$ cat src/rtl/div_32.sv
// Multi-cycle restoring shift-subtract divider: one quotient bit per clock, quotient to LO, remainder to HI.
// Define DIV_SIGNED_EN for two's-complement signed division; the default build is unsigned.
module div_32 #(
  parameter int WIDTH = 32
) (
  input  logic             clk,
  input  logic             clear,
  input  logic             start,
  input  logic [WIDTH-1:0] dividend,
  input  logic [WIDTH-1:0] divisor,
  output logic             busy,
  output logic             done,
  output logic [WIDTH-1:0] quotient,
  output logic [WIDTH-1:0] remainder,
  output logic             div_zero
);

  // state | meaning
  // IDLE  | waiting for start; operands captured on acceptance
  // CALC  | one shift-subtract step per clock, counter runs WIDTH..1
  // DONE  | results valid, done pulses for this single cycle
  typedef enum logic [1:0] {IDLE, CALC, DONE} state_t;

  localparam int CW = $clog2(WIDTH + 1);

  state_t           state, state_nx;
  logic [CW-1:0]    cnt;
  logic [WIDTH-1:0] prem, dq, dvs;
  logic [WIDTH:0]   rem_sh, trial;
  logic [WIDTH-1:0] prem_nx, dq_nx;
  logic [WIDTH-1:0] a_mag, b_mag, q_fix, r_fix;

`ifdef DIV_SIGNED_EN
  logic neg_q, neg_r;

  always_comb begin
    a_mag = dividend[WIDTH-1] ? -dividend : dividend;
    b_mag = divisor[WIDTH-1]  ? -divisor  : divisor;
    q_fix = neg_q ? -dq_nx : dq_nx;
    r_fix = neg_r ? -prem_nx : prem_nx;
  end
`else
  always_comb begin
    a_mag = dividend;
    b_mag = divisor;
    q_fix = dq_nx;
    r_fix = prem_nx;
  end
`endif

  // Partial remainder needs one extra bit after the shift; the sign of the
  // WIDTH+1 bit trial difference decides the quotient bit.
  always_comb begin
    rem_sh = {prem, dq[WIDTH-1]};
    trial  = rem_sh - {1'b0, dvs};
    if (!trial[WIDTH]) begin
      prem_nx = trial[WIDTH-1:0];
      dq_nx   = {dq[WIDTH-2:0], 1'b1};
    end else begin
      prem_nx = rem_sh[WIDTH-1:0];
      dq_nx   = {dq[WIDTH-2:0], 1'b0};
    end
  end

  always_ff @(posedge clk or negedge clear) begin
    if (!clear) state <= IDLE;
    else        state <= state_nx;
  end

  always_comb begin
    state_nx = state;
    busy     = 1'b0;
    done     = 1'b0;
    case (state)
      IDLE: if (start) state_nx = (divisor == '0) ? DONE : CALC;
      CALC: begin
        busy = 1'b1;
        if (cnt == CW'(1)) state_nx = DONE;
      end
      DONE: begin
        done     = 1'b1;
        state_nx = IDLE;
      end
      default: state_nx = IDLE;
    endcase
  end

  always_ff @(posedge clk or negedge clear) begin
    if (!clear) begin
      cnt       <= '0;
      prem      <= '0;
      dq        <= '0;
      dvs       <= '0;
      quotient  <= '0;
      remainder <= '0;
      div_zero  <= 1'b0;
`ifdef DIV_SIGNED_EN
      neg_q     <= 1'b0;
      neg_r     <= 1'b0;
`endif
    end else begin
      case (state)
        IDLE: if (start) begin
          cnt      <= CW'(WIDTH);
          prem     <= '0;
          dq       <= a_mag;
          dvs      <= b_mag;
          div_zero <= 1'b0;
`ifdef DIV_SIGNED_EN
          neg_q    <= dividend[WIDTH-1] ^ divisor[WIDTH-1];
          neg_r    <= dividend[WIDTH-1];
`endif
          if (divisor == '0) begin
            quotient  <= '1;
            remainder <= dividend;
            div_zero  <= 1'b1;
          end
        end
        CALC: begin
          prem <= prem_nx;
          dq   <= dq_nx;
          cnt  <= cnt - CW'(1);
          if (cnt == CW'(1)) begin
            quotient  <= q_fix;
            remainder <= r_fix;
          end
        end
        default: ;
      endcase
    end
  end

endmodule
$ cat config.mk
export PLATFORM = sky130hd
export DESIGN_NAME = div_32
export DESIGN_NICKNAME = d
export VERILOG_FILES = /design/src/rtl/div_32.sv
export SDC_FILE = /design/constraint.sdc
export NUM_CORES = 1
export LEC_CHECK = 0
export BUFFER_PORTS_ARGS = -buffer_cell sky130_fd_sc_hd__buf_2
export CAP_MARGIN = 40
export CORE_MARGIN = 2
export CORE_UTILIZATION = 62
export DETAILED_ROUTE_END_ITERATION = 16
export GPL_ROUTABILITY_DRIVEN = 0
export PLACE_DENSITY = 0.82
export SETUP_SLACK_MARGIN = 0.05
export SKIP_LAST_GASP = 1
export SLEW_MARGIN = 10
export SYNTH_ARGS = -nofsm -noshare
export SYNTH_HDL_FRONTEND = slang
export SYNTH_SLANG_ARGS = --single-unit
$ cat constraint.sdc
create_clock -name clk -period 6.4 [get_ports clk]
set_clock_uncertainty 0.15 [all_clocks]
set_input_delay 0.96 -clock clk [delete_from_list [all_inputs] [get_ports clk]]
set_output_delay 0.96 -clock clk [all_outputs]
set_load 0.01 [all_outputs]
==> flow_metrics.tcl, run 1 <==
set metrics [dict create \
    viasPerCell 6.15 \
    reg2reg_depth 13 \
    yosys.area.top_type "dfrtp_1" \
    syn_inst 1013 \
    io_buffers 133 \
    drt-total-wl_um 22700 \
    die_area_um2 15400 \
    clk-insertion-delay-late_ns 0.43 \
    cts.path.max_buffers 2 \
    synth_common_cells "dfrtp_1, nand2_1, o21ai_0, a21oi_1, nor2_1" \
    switching_share_pct 47.8 \
    dr.pass1.iters 5 \
    grt_overflow 0 \
    cap_violations 0 \
    synth_flop_cell "dfrtp_1" \
    worst-path-buf-inv 2 \
    irDropWorstVdd_mv 0.353 \
    outcome "finished clean" \
    hold_buffers 0 \
    clock.fmax_ghz 0.243 \
    fin_ws_ns 2.29 \
    power.switching_mw 3.35 \
    drive_gt1_share_pct 16.6 \
    ys_async_sr_fraction_pct 100 \
    rsz0062_at_grt "false" \
    dp_slack_ns 2.21 \
    die_w_um 124 \
    initial_utilization_pct 64.0 \
    row_count 43 \
    cts_sinks 169 \
    grt_pass1_wl_um 36300 \
    slowest_delay_ns 0.46 \
    antenna_found_initial 0 \
    fp.dieH_um 124 \
    io_pins 134 \
    ys_seq_area_share_pct 47.3 \
    slew_headroom_pct 38.3 \
    detail_route.wl_per_cell_um 17.4 \
    internal-power_mw 3.66 \
    power_density_nw_per_um2 684 \
    cts_made_buffers 17 \
    pwr-share-clk_pct 14.7 \
    grt_pass1_vias 7301 \
    combPwrFrac_pct 58.1 \
    cts_root_buf "clkbuf_16" \
    avgSynthCellArea_um2 8.83 \
    setup_viol 0 \
    cts_setup_buffers 0 \
    ant_nets 0 \
    finalCritPeriodShare_pct 64.2 \
    core_area_um2 14000 \
    synth_area_leaders "dfrtp_1, nand2_1, o21ai_0, ha_1, a21oi_1" \
    drcViolationCount 0 \
    finalCriticalPeriod_ns 4.11 \
    cp_top_family "compound AO/OA/AOI/OAI gates" \
    crit_chain "inv_1 > ha_1 > fa_1 > nand2b_1 > a21oi_1 > o211ai_1 > and3_1 > a211oi_2 > or2_1 > o21a_1 > buf_4 > mux2i_1 > o21ai_1" \
    syn2layout_area_growth_pct 14.6 \
    ys_warn_count 0 \
    nNetsFinal 1213 \
    ys_ff_latch 169 \
    tightest_slew_ns 0.925 \
    setup_tns_ns 0 \
    seqPwrFrac_pct 27.2 \
    hold_viol_final 0 \
    leakage_nw 4.90 \
    synth_nets 1115 \
    path_clk_slew_ns 0.07 \
    endpoint_kind "register" \
    power_mw 7.02 \
    synth_edf_count 0 \
    worstPathMaxFanout 23 \
    hold_class "input port to async pin" \
    worst-path-stages 13 \
    ys_types 61 \
    cts_tree "yes" \
    num_antenna_cells 0 \
    critPathArrivalTime_ns 4.24 \
    drt_iter0_markers 810 \
    yosysTopAreaCellShare_pct 47.3 \
    maxSlewViolCount 0 \
    grt_use_total_pct 30.4 \
    start_kind "register" \
    worstSetupPathType "register to register" \
    cts-resized-gates 0 \
    vias 8016 \
    crit_required_ns 6.53 \
    grt_start_max_net_pins 98 \
    dp_hpwl_um 15700 \
    syn_area_um2 8950 \
    htree_levels 4 \
    slowest_stage "o21a_1" \
]
==> state kept, by name (all words and copies together) (netlist names) <==
name / cells
cnt: 6
div_zero: 1
dq: 32
state: 2
remainder: 32
prem: 32
dvs: 32
quotient: 32
==> through the flow <==
stage	instances	area [um^2]	utilization, %	hold slack [ns]
floorplan	1013	8950	-	0.280
global placement	1269	9620	68.8	0.307
detailed placement	1272	9670	69.1	0.314
CTS	1304	10300	73.3	0.321
global route	1304	10300	73.3	0.332
finish	1304	10300	73.3	0.307
==> final timing paths <==
check | startpoint | end | slack [ns]
setup / recovery | dq[31]$_DFFE_PN0P_ | prem[14]$_DFFE_PN0P_ | 2.29
hold / removal | clear | dq[28]$_DFFE_PN0P_ | 0.31
setup reg to reg | dq[31]$_DFFE_PN0P_ | prem[14]$_DFFE_PN0P_ | 2.29
hold reg to reg | quotient[29]$_DFFE_PN0P_ | quotient[29]$_DFFE_PN0P_ | 0.32
max in group asynchronous | clear | prem[15]$_DFFE_PN0P_ | 4.29
min in group clk | quotient[29]$_DFFE_PN0P_ | quotient[29]$_DFFE_PN0P_ | 0.32
==> cells by family after synthesis <==
family / count (synthesis) / synth area share (%)
AOI/OAI and AO/OA: 298 / 19.5
DFF: 169 / 47.3
adders and majority gates: 35 / 4.98
xor gates and xnor gates: 27 / 2.64
and+or+nand+nor: 355 / 17.8
buffers and inverters: 103 / 4.95
muxes: 26 / 2.92
==> routing by layer <==
| layer | part of all wire (%) | routed length [um] | track usage [%] | vias up |
|---|---|---|---|---|
| met5 | 0 | 0 | 0 | - |
| met4 | 1.7 | 375 | 7.58 | 0 |
| met3 | 8.3 | 1880 | 5.45 | 44 |
| met2 | 45 | 10200 | 46.4 | 369 |
| met1 | 45 | 10200 | 45.2 | 3837 |
| li1 | - | - | - | 3766 |
==> final cells by class <==
cell class / instances / area [um^2]
Tap cell: 180 / 225
Fill cell: 1033 / 3730
Clock buffer: 17 / 425
Sequential cell: 169 / 4230
Timing Repair Buffer: 142 / 763
Clock inverter: 15 / 158
Inverter: 40 / 150
Multi-Input combinational cell: 741 / 4300
==> cell usage in the layout (no fill, tap or decap), types with 3 or more instances in the layout <==
cell type   synthesis  routed
inv_1              40      40
mux2i_1            25      25
inv_6               0       3
nor2b_1             7       7
xnor2_1            15      15
clkbuf_16           0      17
a31oi_1            39      39
ha_1               34      34
inv_8               0       5
o211ai_1           12      12
nor4_1             10      10
nor3_1              6       6
nand2_1           169     168
a21oi_1            67      67
nor2_1             62      62
a211oi_1            3       3
nand3_1            39      39
o21ai_1            47      47
a21o_1              9       9
nand2b_1            9       8
buf_4               0       7
xor2_1             12      12
o21ai_0            87      87
dfrtp_1           169     169
clkinvlp_4          0       3
or3_1               7       7
and3_1             24      24
buf_2               5     132
nand4_1            10      10
a211o_1             4       4
o21a_1              4       4
==> power groups by stage <==
stage | Sequential [mW] | Clock, mW | Combinational, mW
after global placement | 1.89 | 0 | 3.85
after CTS | 1.90 | 1.03 | 4.02
after floorplan | 1.92 | 0 | 2.99
final | 1.91 | 1.03 | 4.08
after detailed placement | 1.91 | 0 | 3.96
after global routing | 1.97 | 1.07 | 4.51
Note: power is estimated with default switching activity, not from simulation.
==> run 2: changes to the inputs <==
--- a/config.mk
+++ b/config.mk
@@ -8,10 +8,10 @@
 export BUFFER_PORTS_ARGS = -buffer_cell sky130_fd_sc_hd__buf_2
 export CAP_MARGIN = 40
 export CORE_MARGIN = 2
-export CORE_UTILIZATION = 62
+export CORE_UTILIZATION = 52
 export DETAILED_ROUTE_END_ITERATION = 16
 export GPL_ROUTABILITY_DRIVEN = 0
-export PLACE_DENSITY = 0.82
+export PLACE_DENSITY = 0.73
 export SETUP_SLACK_MARGIN = 0.05
 export SKIP_LAST_GASP = 1
 export SLEW_MARGIN = 10
==> constraint.sdc (replaced) <==
create_clock -name clk -period 3.53 [get_ports clk]
set_clock_uncertainty 0.15 [all_clocks]
set_input_delay 0.5295 -clock clk [delete_from_list [all_inputs] [get_ports clk]]
set_output_delay 0.5295 -clock clk [all_outputs]
set_load 0.01 [all_outputs]
==> run 2 against run 1 <==
Design area up 3.7%. Utilization is 9.6 points lower. Count of clock-buffer cells in the layout is 3 higher. Wire length grew 5.1%. Combinational power is 99% higher. Maximum frequency increased by 24%. Sequential power rose by 83%. Die area increased by 19%.
==> flow_metrics.tcl, run 2 (same netlist as run 1, synthesis figures left out) <==
set metrics [dict create \
    outcome "finished clean" \
    slew_headroom_pct 45.7 \
    fin_ws_ns 0.203 \
    crit_required_ns 3.68 \
    fillCellCount 1448 \
    drcViolationCount 0 \
    hold_viol_final 0 \
    grtUsageMet2_pct 38.9 \
    cts_made_buffers 17 \
    grt_use_met3_pct 4.53 \
    grt_use_total_pct 26.1 \
    vias 7910 \
    detail_route.wl_per_cell_um 17.5 \
    clk-insertion-delay-late_ns 0.43 \
    power_density_nw_per_um2 1270 \
    drt-total-wl_um 23800 \
    ant_nets 0 \
    drt_iter0_markers 682 \
    path_clk_slew_ns 0.07 \
    cts_root_buf "clkbuf_16" \
    start_kind "register" \
    setup_tns_ns 0 \
    num_antenna_cells 0 \
    dp_hpwl_um 17100 \
    tightest_slew_ns 0.804 \
    grt_start_max_net_pins 97 \
    cts.path.max_buffers 2 \
    grt_overflow 0 \
    cts_sinks 169 \
    htree_levels 4 \
    die_area_um2 18300 \
    rsz0062_at_grt "false" \
    finalCritPeriodShare_pct 94.3 \
    maxSlewViolCount 0 \
    die_w_um 135 \
    fp.dieH_um 135 \
    io_pins 134 \
    dr.pass1.iters 5 \
    grt_pass1_wl_um 37600 \
    grt_use_met1_pct 39.5 \
    antenna_found_initial 0 \
    leakage_nw 5.00 \
    final_cell_mix "dfrtp_1, nand2_1, buf_2" \
    grt_pass1_vias 7354 \
    setup_viol 0 \
    worstSetupPathType "register to register" \
    clock.fmax_ghz 0.301 \
    cts_tree "yes" \
    hold_class "input port to register" \
    top_usage_layer "met1" \
    irDropWorstVdd_mv 0.572 \
    cap_violations 0 \
    dp_slack_ns 0.105 \
    final_common_cell "dfrtp_1" \
    drive_gt1_share_pct 19.4 \
    initial_utilization_pct 53.6 \
    critPathArrivalTime_ns 3.47 \
    row_count 47 \
    viasPerCell 5.81 \
    worstPathMaxFanout 4 \
    syn2layout_area_growth_pct 18.8 \
    nNetsFinal 1231 \
    finalCriticalPeriod_ns 3.33 \
    endpoint_kind "register" \
    core_area_um2 16700 \
    io_buffers 133 \
]
-- run 2: cell types whose count changed in the layout (fill, tap and decap cells not counted), moves of 2 or more --
cell and delta:
clkbuf_16 +2, buf_4 +13, inv_8 -5, clkbuf_8 +2, buf_12 +2, mux2i_2 +11
mux2i_1 -14, mux2i_4 +3
-- run 2: path summary, 6_finish.rpt --
path                                          startpoint                       end  slack, ns  cells past startpoint
worst max-delay path                 prem[0]$_DFFE_PN0P_      prem[27]$_DFFE_PN0P_       0.20                     10
worst min-delay path                         divisor[12]       dvs[12]$_DFFE_PN0P_       0.16                      3
worst max register to register       prem[0]$_DFFE_PN0P_      prem[27]$_DFFE_PN0P_       0.20                     10
worst min register to register  quotient[10]$_DFFE_PN0P_  quotient[10]$_DFFE_PN0P_       0.32                      2
max in group asynchronous                          clear  quotient[12]$_DFFE_PN0P_       1.74                      3
min in group asynchronous                          clear      prem[24]$_DFFE_PN0P_       0.49                      2
-- run 2: where the power goes --
part | leakage [nW] | internal, mW | switching [mW]
logic | 2.70 | 3.30 | 4.82
registers | 2.01 | 2.89 | 0.606
clock network | 0.284 | 1.09 | 0.805
-- run 2: layer usage --
layer  wire (um)  part of all wire (%)
met1       11200                    47
met2       10700                    45
met3        1560                   6.6
met4         308                   1.3
met5           0                     0
-- run 2: cell type report --
| class | instances | area, um^2 | area share (%) |
|---|---|---|---|
| Timing Repair Buffer | 160 | 977 | 9.19 |
| Inverter | 40 | 150 | 1.41 |
| Clock inverter | 12 | 140 | 1.32 |
| Tap cell | 220 | 275 | 2.59 |
| Clock buffer | 20 | 457 | 4.30 |
| Multi-Input combinational cell | 741 | 4400 | 41.4 |
| Sequential cell | 169 | 4230 | 39.8 |
-- run 2: worst max-delay path: stages (launching register included) --
cell       delay (ns)
dfrtp_1          0.42
ha_1             0.29
nor2b_1          0.19
o2111ai_1        0.17
a211o_1          0.38
a211oi_1         0.54
o41ai_2          0.21
o21ai_0          0.31
o211ai_1         0.20
mux2i_1          0.23
o21ai_1          0.10
-- run 2: metrics by stage --
stage / std cells / total power [mW] / util [%] / area (um^2) / hold slack (ns)
floorplan: 1013 / 8.90 / - / 8950 / 0.0839
global placement: 1323 / 10.6 / 58.6 / 9790 / 0.307
detailed placement: 1326 / 10.9 / 59.1 / 9870 / 0.312
CTS: 1359 / 12.8 / 62.7 / 10500 / 0.156
global route: 1362 / 14.5 / 63.7 / 10600 / 0.175
finish: 1362 / 13.5 / 63.7 / 10600 / 0.164
-- run 2: what timing repair did --
item / CTS / global route
buffers inserted: 0 / 1
setup endpoints to repair: 0 / 63
hold endpoints to repair: 59 / 0
resized for setup: 0 / 22
hold buffers: 1 / 0
